`config.mk`:
```
export PLATFORM = sky130hd
export DESIGN_NAME = sn_decoder
export DESIGN_NICKNAME = d
export VERILOG_FILES = /design/src/rtl/sn_decoder.sv
export SDC_FILE = /design/constraint.sdc
export NUM_CORES = 1
export LEC_CHECK = 0
export CAP_MARGIN = 5
export CORE_ASPECT_RATIO = 0.8
export CORE_MARGIN = 10
export CORE_UTILIZATION = 50
export DETAILED_ROUTE_END_ITERATION = 12
export PLACE_DENSITY = 0.82
export SLEW_MARGIN = 20
export SYNTH_ARGS = -nofsm -noshare
export SYNTH_HDL_FRONTEND = slang
export SYNTH_SLANG_ARGS = --single-unit
export TNS_END_PERCENT = 20
```
`constraint.sdc`:
```
create_clock -name clk -period 7.5 [get_ports clk]
set_input_delay 1.125 -clock clk [delete_from_list [all_inputs] [get_ports clk]]
set_output_delay 1.125 -clock clk [all_outputs]
set_load 0.01 [all_outputs]
```
`src/rtl/sn_decoder.sv`:
```
// Stochastic-to-binary decoder: popcounts bitstream beats over a frame and
// emits a saturated quantized value. Define SN_DECODER_BIPOLAR_EN for bipolar decode.
module sn_decoder #(
    parameter int BITSTREAM   = 64,
    parameter int FRAME_BEATS = 4,
    parameter int QUANT       = 8
) (
    input  logic                                         clk,
    input  logic                                         rst_n,
    input  logic [BITSTREAM-1:0]                         w_bitstream,
    input  logic                                         w_valid,
    input  logic                                         w_last,
    output logic                                         w_ready,
    output logic [QUANT-1:0]                             r_data,
    output logic [$clog2(BITSTREAM*FRAME_BEATS):0]       r_ones,
    output logic                                         r_short,
    output logic                                         r_valid,
    input  logic                                         r_ready
);

    localparam int N  = BITSTREAM * FRAME_BEATS;
    localparam int LN = $clog2(N);
    localparam int OW = LN + 1;
    localparam int CW = (FRAME_BEATS > 1) ? $clog2(FRAME_BEATS) : 1;
    localparam int IW = LN + QUANT + 1;

    typedef enum logic {
        ST_ACC,
        ST_OUT
    } state_t;

    state_t           state_q;
    logic [OW-1:0]    acc_q;
    logic [CW-1:0]    cnt_q;
    logic             w_ready_q;
    logic             r_valid_q;
    logic [QUANT-1:0] r_data_q;
    logic [OW-1:0]    r_ones_q;
    logic             r_short_q;

    logic [OW-1:0]    pop;
    logic [OW-1:0]    sum;
    logic             last_beat;
    logic             close;
    logic [QUANT-1:0] q_val;

    always_comb begin
        pop = '0;
        for (int i = 0; i < BITSTREAM; i++) begin
            pop = pop + OW'(w_bitstream[i]);
        end
    end

    assign sum       = acc_q + pop;
    assign last_beat = (cnt_q == CW'(FRAME_BEATS - 1));
    assign close     = w_last | last_beat;

`ifdef SN_DECODER_BIPOLAR_EN
    localparam logic signed [IW:0] NS   = (IW+1)'(N);
    localparam logic signed [IW:0] BMAX = (IW+1)'((2**(QUANT-1)) - 1);
    localparam logic signed [IW:0] BMIN = (IW+1)'(-(2**(QUANT-1)));

    logic signed [IW:0] bd;
    logic signed [IW:0] bs;

    // (2*ones - N) scaled to QUANT-1 fraction bits, floor via arithmetic shift
    always_comb begin
        bd    = ($signed((IW+1)'(sum)) <<< 1) - NS;
        bs    = (bd <<< (QUANT - 1)) >>> LN;
        q_val = bs[QUANT-1:0];
        if (bs > BMAX) begin
            q_val = BMAX[QUANT-1:0];
        end else if (bs < BMIN) begin
            q_val = BMIN[QUANT-1:0];
        end
    end
`else
    localparam logic [IW-1:0] UMAX = IW'((2**QUANT) - 1);

    logic [IW-1:0] uq;

    always_comb begin
        uq    = (IW'(sum) << QUANT) >> LN;
        q_val = uq[QUANT-1:0];
        if (uq > UMAX) begin
            q_val = '1;
        end
    end
`endif

    always_ff @(posedge clk or negedge rst_n) begin
        if (!rst_n) begin
            state_q   <= ST_ACC;
            acc_q     <= '0;
            cnt_q     <= '0;
            w_ready_q <= 1'b1;
            r_valid_q <= 1'b0;
            r_data_q  <= '0;
            r_ones_q  <= '0;
            r_short_q <= 1'b0;
        end else begin
            unique case (state_q)
                ST_ACC: begin
                    if (w_valid) begin
                        if (close) begin
                            r_ones_q  <= sum;
                            r_data_q  <= q_val;
                            r_short_q <= w_last & ~last_beat;
                            r_valid_q <= 1'b1;
                            w_ready_q <= 1'b0;
                            acc_q     <= '0;
                            cnt_q     <= '0;
                            state_q   <= ST_OUT;
                        end else begin
                            acc_q <= sum;
                            cnt_q <= cnt_q + CW'(1);
                        end
                    end
                end
                ST_OUT: begin
                    if (r_ready) begin
                        r_valid_q <= 1'b0;
                        w_ready_q <= 1'b1;
                        state_q   <= ST_ACC;
                    end
                end
                default: begin
                    state_q   <= ST_ACC;
                    w_ready_q <= 1'b1;
                    r_valid_q <= 1'b0;
                end
            endcase
        end
    end

    assign w_ready = w_ready_q;
    assign r_valid = r_valid_q;
    assign r_data  = r_data_q;
    assign r_ones  = r_ones_q;
    assign r_short = r_short_q;

endmodule

```
# Word level (Yosys, flattened, before mapping)
# Index checks and enable logic that the tools add are counted.
# W data, S select, Z words.
[totals]
inputBits = 69
regBits = 32
[op_classes]
n_reduce_logical = 3
mux = 15
eq_ne = 4
order_cmp = 1
bitwise = 4
add_sub_neg = 65
[op_table]
columns = ["operator", "count"]
rows = [
  ["$add A9 B1 Y9", 55],
  ["$add A8 B1 Y9", 1],
  ["$add A9 B9 Y9", 1],
  ["$gt A9 B8 Y1 const B", 1],
  ["$mux W1", 9],
  ["$mux W9", 1],
  ["$add A7 B1 Y8", 1],
  ["$mux W8", 1],
  ["$add A6 B1 Y7", 1],
  ["$add A5 B1 Y6", 1],
  ["$ne A2 B2 Y1 const B", 3],
  ["$pmux W1 S2", 3],
  ["$reduce_and A3 Y1", 2],
  ["$add A4 B1 Y5", 1],
  ["$add A3 B1 Y4", 1],
  ["$add A2 B1 Y3", 1],
  ["$add A1 B1 Y2", 1],
  ["$add A2 B1 Y2 const B", 1],
  ["$eq A2 B2 Y1 const B", 1],
  ["$mux W2", 1],
  ["$not A1 Y1", 2],
  ["$reduce_and A2 Y1", 1],
  ["$and A1 B1 Y1", 1],
  ["$or A1 B1 Y1", 1],
]

# Logic depth before layout (Yosys ltp)
[depth]
word_depth = 66
ltp_mapped = 23
depth_no_buf = 22

# Worst setup path after synthesis
# Ideal clock, no wire load.
[synth_path]
path_type = "input -> register"
from = "input w_bitstream[35]"
to = "register r_data_q[0], in the netlist r_data[0]"
setup_slack_ns = 0.306
setup_ns = 0.082
t_required_ns = 7.418
arrival_ns = 7.113
cell_stages = 21
path_cell_list = "inv_1 > fa_1 > inv_1 > fa_1 > fa_1 > inv_1 > fa_1 > inv_1 > fa_1 > fa_1 > fa_1 > inv_1 > fa_1 > inv_1 > fa_1 > a211oi_2 > nor3_1 > or4_1 > o211a_1 > buf_6 > a31oi_1"
[synth_via]
elab_chain_len = 32
[synth_rtl]
columns = ["element", "line", "text"]
rows = [
  ["start, declared", "10", "input logic [BITSTREAM-1:0] w_bitstream,"],
  ["$add A9 B1 Y9 (*) (29 in a row)", "50", "pop = pop + OW'(w_bitstream[i]);"],
  ["$add A9 B9 Y9 (*)", "54", "assign sum = acc_q + pop;"],
  ["$gt A9 B8 Y1", "85", "if (uq > UMAX) begin"],
  ["$mux W8 (*)", "85", ""],
  ["end signal, assigned", "107", "r_data_q <= q_val;"],
  ["end, declared", "37", "logic [QUANT-1:0] r_data_q;"],
]
# Every way passes the cells marked *; elsewhere a longest branch is shown, timed or not.
# A chain may end at the register's enable or synchronous reset.

# Final worst setup path
[layout_path]
from = "input w_bitstream[25]"
to = "register r_data_q[0], in the netlist r_data[0]"
[layout_via]
elab_chain_len = 42
[layout_rtl]
columns = ["element", "line"]
rows = [
  ["$add A9 B1 Y9 (*) (39 in a row)", "50"],
  ["$add A9 B9 Y9 (*)", "54"],
  ["$gt A9 B8 Y1", "85"],
  ["$mux W8 (*)", "85"],
]
# Marks and branches as above.

==> summary.txt <==
Critical path
  • Critical-path maximum fanout: 5
  • Startpoint types: input pin
  • Critical path buffers and inverters: 6
  • Cell depth of the worst flop-to-flop path: 17
  • Cell family with most CP delay: adder cells
  • Crit-path cells: clkdlybuf4s50_1 > inv_1 > fa_1 > fa_1 > inv_1 > fa_1 > inv_1 > fa_1 > fa_1 > fa_1 > fa_1 > fa_1 > fa_2 > inv_2 > fa_2 > a211oi_4 > buf_6 > nor4_4 > a211oi_2 > o211a_4 > a31oi_2
  • CP endpoint kind: flop
  • Slowest library cell on the worst path: fa_1
  • Slowest stage delay, CP: around 0.54 ns
  • Critical R2R Launch: acc_q[0]$_DFFE_PN0P_
  • Crit-path most repeated cell: fa_1
  • Crit path DAT: about 7.5 ns
  • Register-to-register setup slack: roughly 1.5 ns
  • Req. time, crit path: 7.60 ns
  • Worst flop-to-flop path endpoint: r_data[0]$_DFFE_PN0P_
  • WS Path Type: in -> reg

Timing
  • Fmax achieved: 135 MHz
  • Crit share post-route: 98.8%
  • Worst hold slack: 0.466 ns
  • Slew headroom: under 10%
  • Final setup fails: 0
  • Fin crit period: 7.41 ns
  • Max Transition Viols Final: 0
  • RSZ-0062 raised after global routing: yes
  • Final Hold Vio Count: 0
  • Clock skew: between 0.007 and 0.008 ns
  • Worst-Margin Slew: 1.35 ns

Yosys
  • Main synth FF type: dfrtp_1
  • Post-synthesis instance total: roughly 350
  • Cell area after synthesis: 3380 um2
  • Synth Area per Inst: just under 10 um2
  • Ranking of synthesized cells by area: fa_1, dfrtp_1, inv_1, ha_1, nand2_1
  • Synth cell count leaders: inv_1, fa_1, dfrtp_1
  • Post-synthesis register bit count: 32
  • Syn Nets: ~500
  • Post-synth top area share: 33.2%
  • EDFF count, synth: 0
  • Unique masters post-synth: 43
  • Synthesis warning total: 0
  • Leading area contributor after synthesis: fa_1
  • Synth async-reset ratio: 100%
  • Sequential share of the synthesized area: a little under a quarter
  • Most common cell in the synthesized netlist: inv_1

Route
  • DRT Pass-1 Iters: 4
  • Vias per cell: slightly above 5
  • Vias: 2695
  • Drt initial violations: 71
  • Final WL: 8.59 mm
  • Number of nets with antenna violations after routing: 0
  • DRC viols: 0
  • Drt wl/cell: 16.4 um

Worst hold path
  • Worst hold path endpoint: w_ready$_DFFE_PN1P_
  • HP Class: reg -> reg
  • Critical hold path startpoint: w_ready$_DFFE_PN1P_
  • Hold Path Depth: 2

Job
  • Max-cap viol count: 0

Global route
  • Remaining Overflow, GRT: 0
  • Vias in the first global route: between 2000 and 3000
  • Initial antenna violation count: 0
  • All-layer global routing usage: between 10% and 20%
  • Met3 usage: 3.96%
  • First-pass GRT wire length: 13.7 mm
  • Largest net degree at the start of global routing: 33
  • Gr busiest metal: met2
  • Met2 Use GR: between 20% and 30%
  • Met1 Use GR: 17.8%

Floorplanning
  • Initial Util: 52.2%
  • Core area: roughly 6500 um2
  • FP Rows: 26
  • Die Wd: 112 um
  • Die Height: 93.5 um
  • DIE AREA: between 10000 and 15000 um2
  • Total I/O pin count: a little under 90

Clocking
  • Clock transition at path regs: 0.06 ns
  • CTS Sinks: 32
  • CTS tree: built
  • Clk_lat worst skew: 0.29 ns
  • Htree depth: 2
  • Inserted Clock Buffers: 5
  • CTS Buffer Depth: 2
  • Hold Buf Count CTS: 0
  • Clk root buf: clkbuf_8

Final layout
  • Final nets: 590
  • Design area: approximately 4600 um2
  • Area Overhead vs Synth: 37.2%
  • FILL cells: 440
  • Share of cells above drive strength 1: between 10% and 20%
  • Final core utilization: 71.7%

Place
  • I/O Buffers: about 90
  • HPWL after detailed placement: 6.96 mm
  • Placed instance area: 4350 um2
  • GP Congestion: 0.822

Outcome
  • Status: complete, no violations
repair_timing:
item,in CTS,in global routing
pin swaps,4,12
cloned,1,0
buffers inserted,0,1
endpoints found under the setup margin,9,16
gates resized for setup,9,47
metrics by stage:
stage          instances  setup TNS (ns)  setup slack, ns
2_1_floorplan        346               0            0.306
3_3_place_gp         513           -2.60           -0.243
3_5_place_dp         513           -4.63           -0.419
4_1_cts              522               0           0.0300
5_1_grt              523          -0.546           -0.107
6_report             524               0           0.0928
cell usage in the layout, fill, tap and decap left out, types with 2 or more instances in the layout:
cell type        count
a221oi_1             2
xor2_1               2
o21ai_1              2
o21ai_0             14
ha_1                27
nand2_1             25
a31oi_1              4
clkbuf_8             5
dlymetal6s2s_1      21
inv_1               89
a21o_1               3
nor3_1               4
fa_2                 5
nor2_1              16
a22oi_1              2
buf_4                4
fa_1                51
o211ai_1             2
dfrtp_1             31
inv_2               14
xnor2_1              2
clkdlybuf4s50_1     67
a21oi_1              8
a31oi_4              2
a22o_1               3
registers in the layout, indices dropped and copies added (netlist names):
name,count
r_short,1
r_ones,9
r_data,8
state_q,1
acc_q,9
w_ready,1
r_valid,1
cnt_q,2
cell families after synthesis:
| family | Yosys count | synth area share [%] |
|---|---|---|
| adder cells (fa/ha/maj) | 83 | 43.2 |
| flip-flops | 32 | 23.7 |
| AO/OA/AOI/OAI | 56 | 10.9 |
| XOR/XNOR | 4 | 1.04 |
| AND/OR/NAND/NOR | 58 | 7.96 |
| buffers and inverters | 112 | 12.9 |
| multiplexers | 1 | 0.333 |
layer usage:
metal | vias to the layer above | part of all wire (%) | wire length [um]
li1 | 1257 | - | -
met1 | 1318 | 38 | 3290
met2 | 108 | 53 | 4550
met3 | 12 | 7.7 | 658
met4 | 0 | 1.0 | 89
met5 | - | 0 | 0
layout make-up:
class	instances	area [um2]	share of cell area, %
Clock buffer	6	72.6	1.56
Antenna cell	1	2.50	0.0539
Sequential cell	32	802	17.3
Inverter	103	387	8.33
Multi-Input combinational cell	203	2260	48.7
Timing Repair Buffer	93	975	21.0
Tap cell	84	105	2.27
Clock inverter	2	35.0	0.755
how the worst max path moves through the flow:
| stage | from | end | slack [ns] | cells after the start |
|---|---|---|---|---|
| after detailed placement | w_bitstream[35] | r_data[3]$_DFFE_PN0P_ | -0.42 | 22 |
| after CTS | w_bitstream[35] | r_data[3]$_DFFE_PN0P_ | 0.03 | 22 |
| after global placement | w_bitstream[35] | r_data[0]$_DFFE_PN0P_ | -0.24 | 21 |
| final | w_bitstream[25] | r_data[0]$_DFFE_PN0P_ | 0.09 | 21 |
| after global routing | w_bitstream[15] | r_data[0]$_DFFE_PN0P_ | -0.11 | 19 |
| after floorplan | w_bitstream[35] | r_data[0]$_DFFE_PN0P_ | 0.31 | 21 |
worst min-delay path: stages, from the launching register on:
cell     delay (ns)
dfstp_2        0.37
nand2_1        0.05
nand2_1        0.05
Power is left out: the tool's default activity adds up to more than one toggle a clock period on the data nets, which glitch-free logic cannot reach.
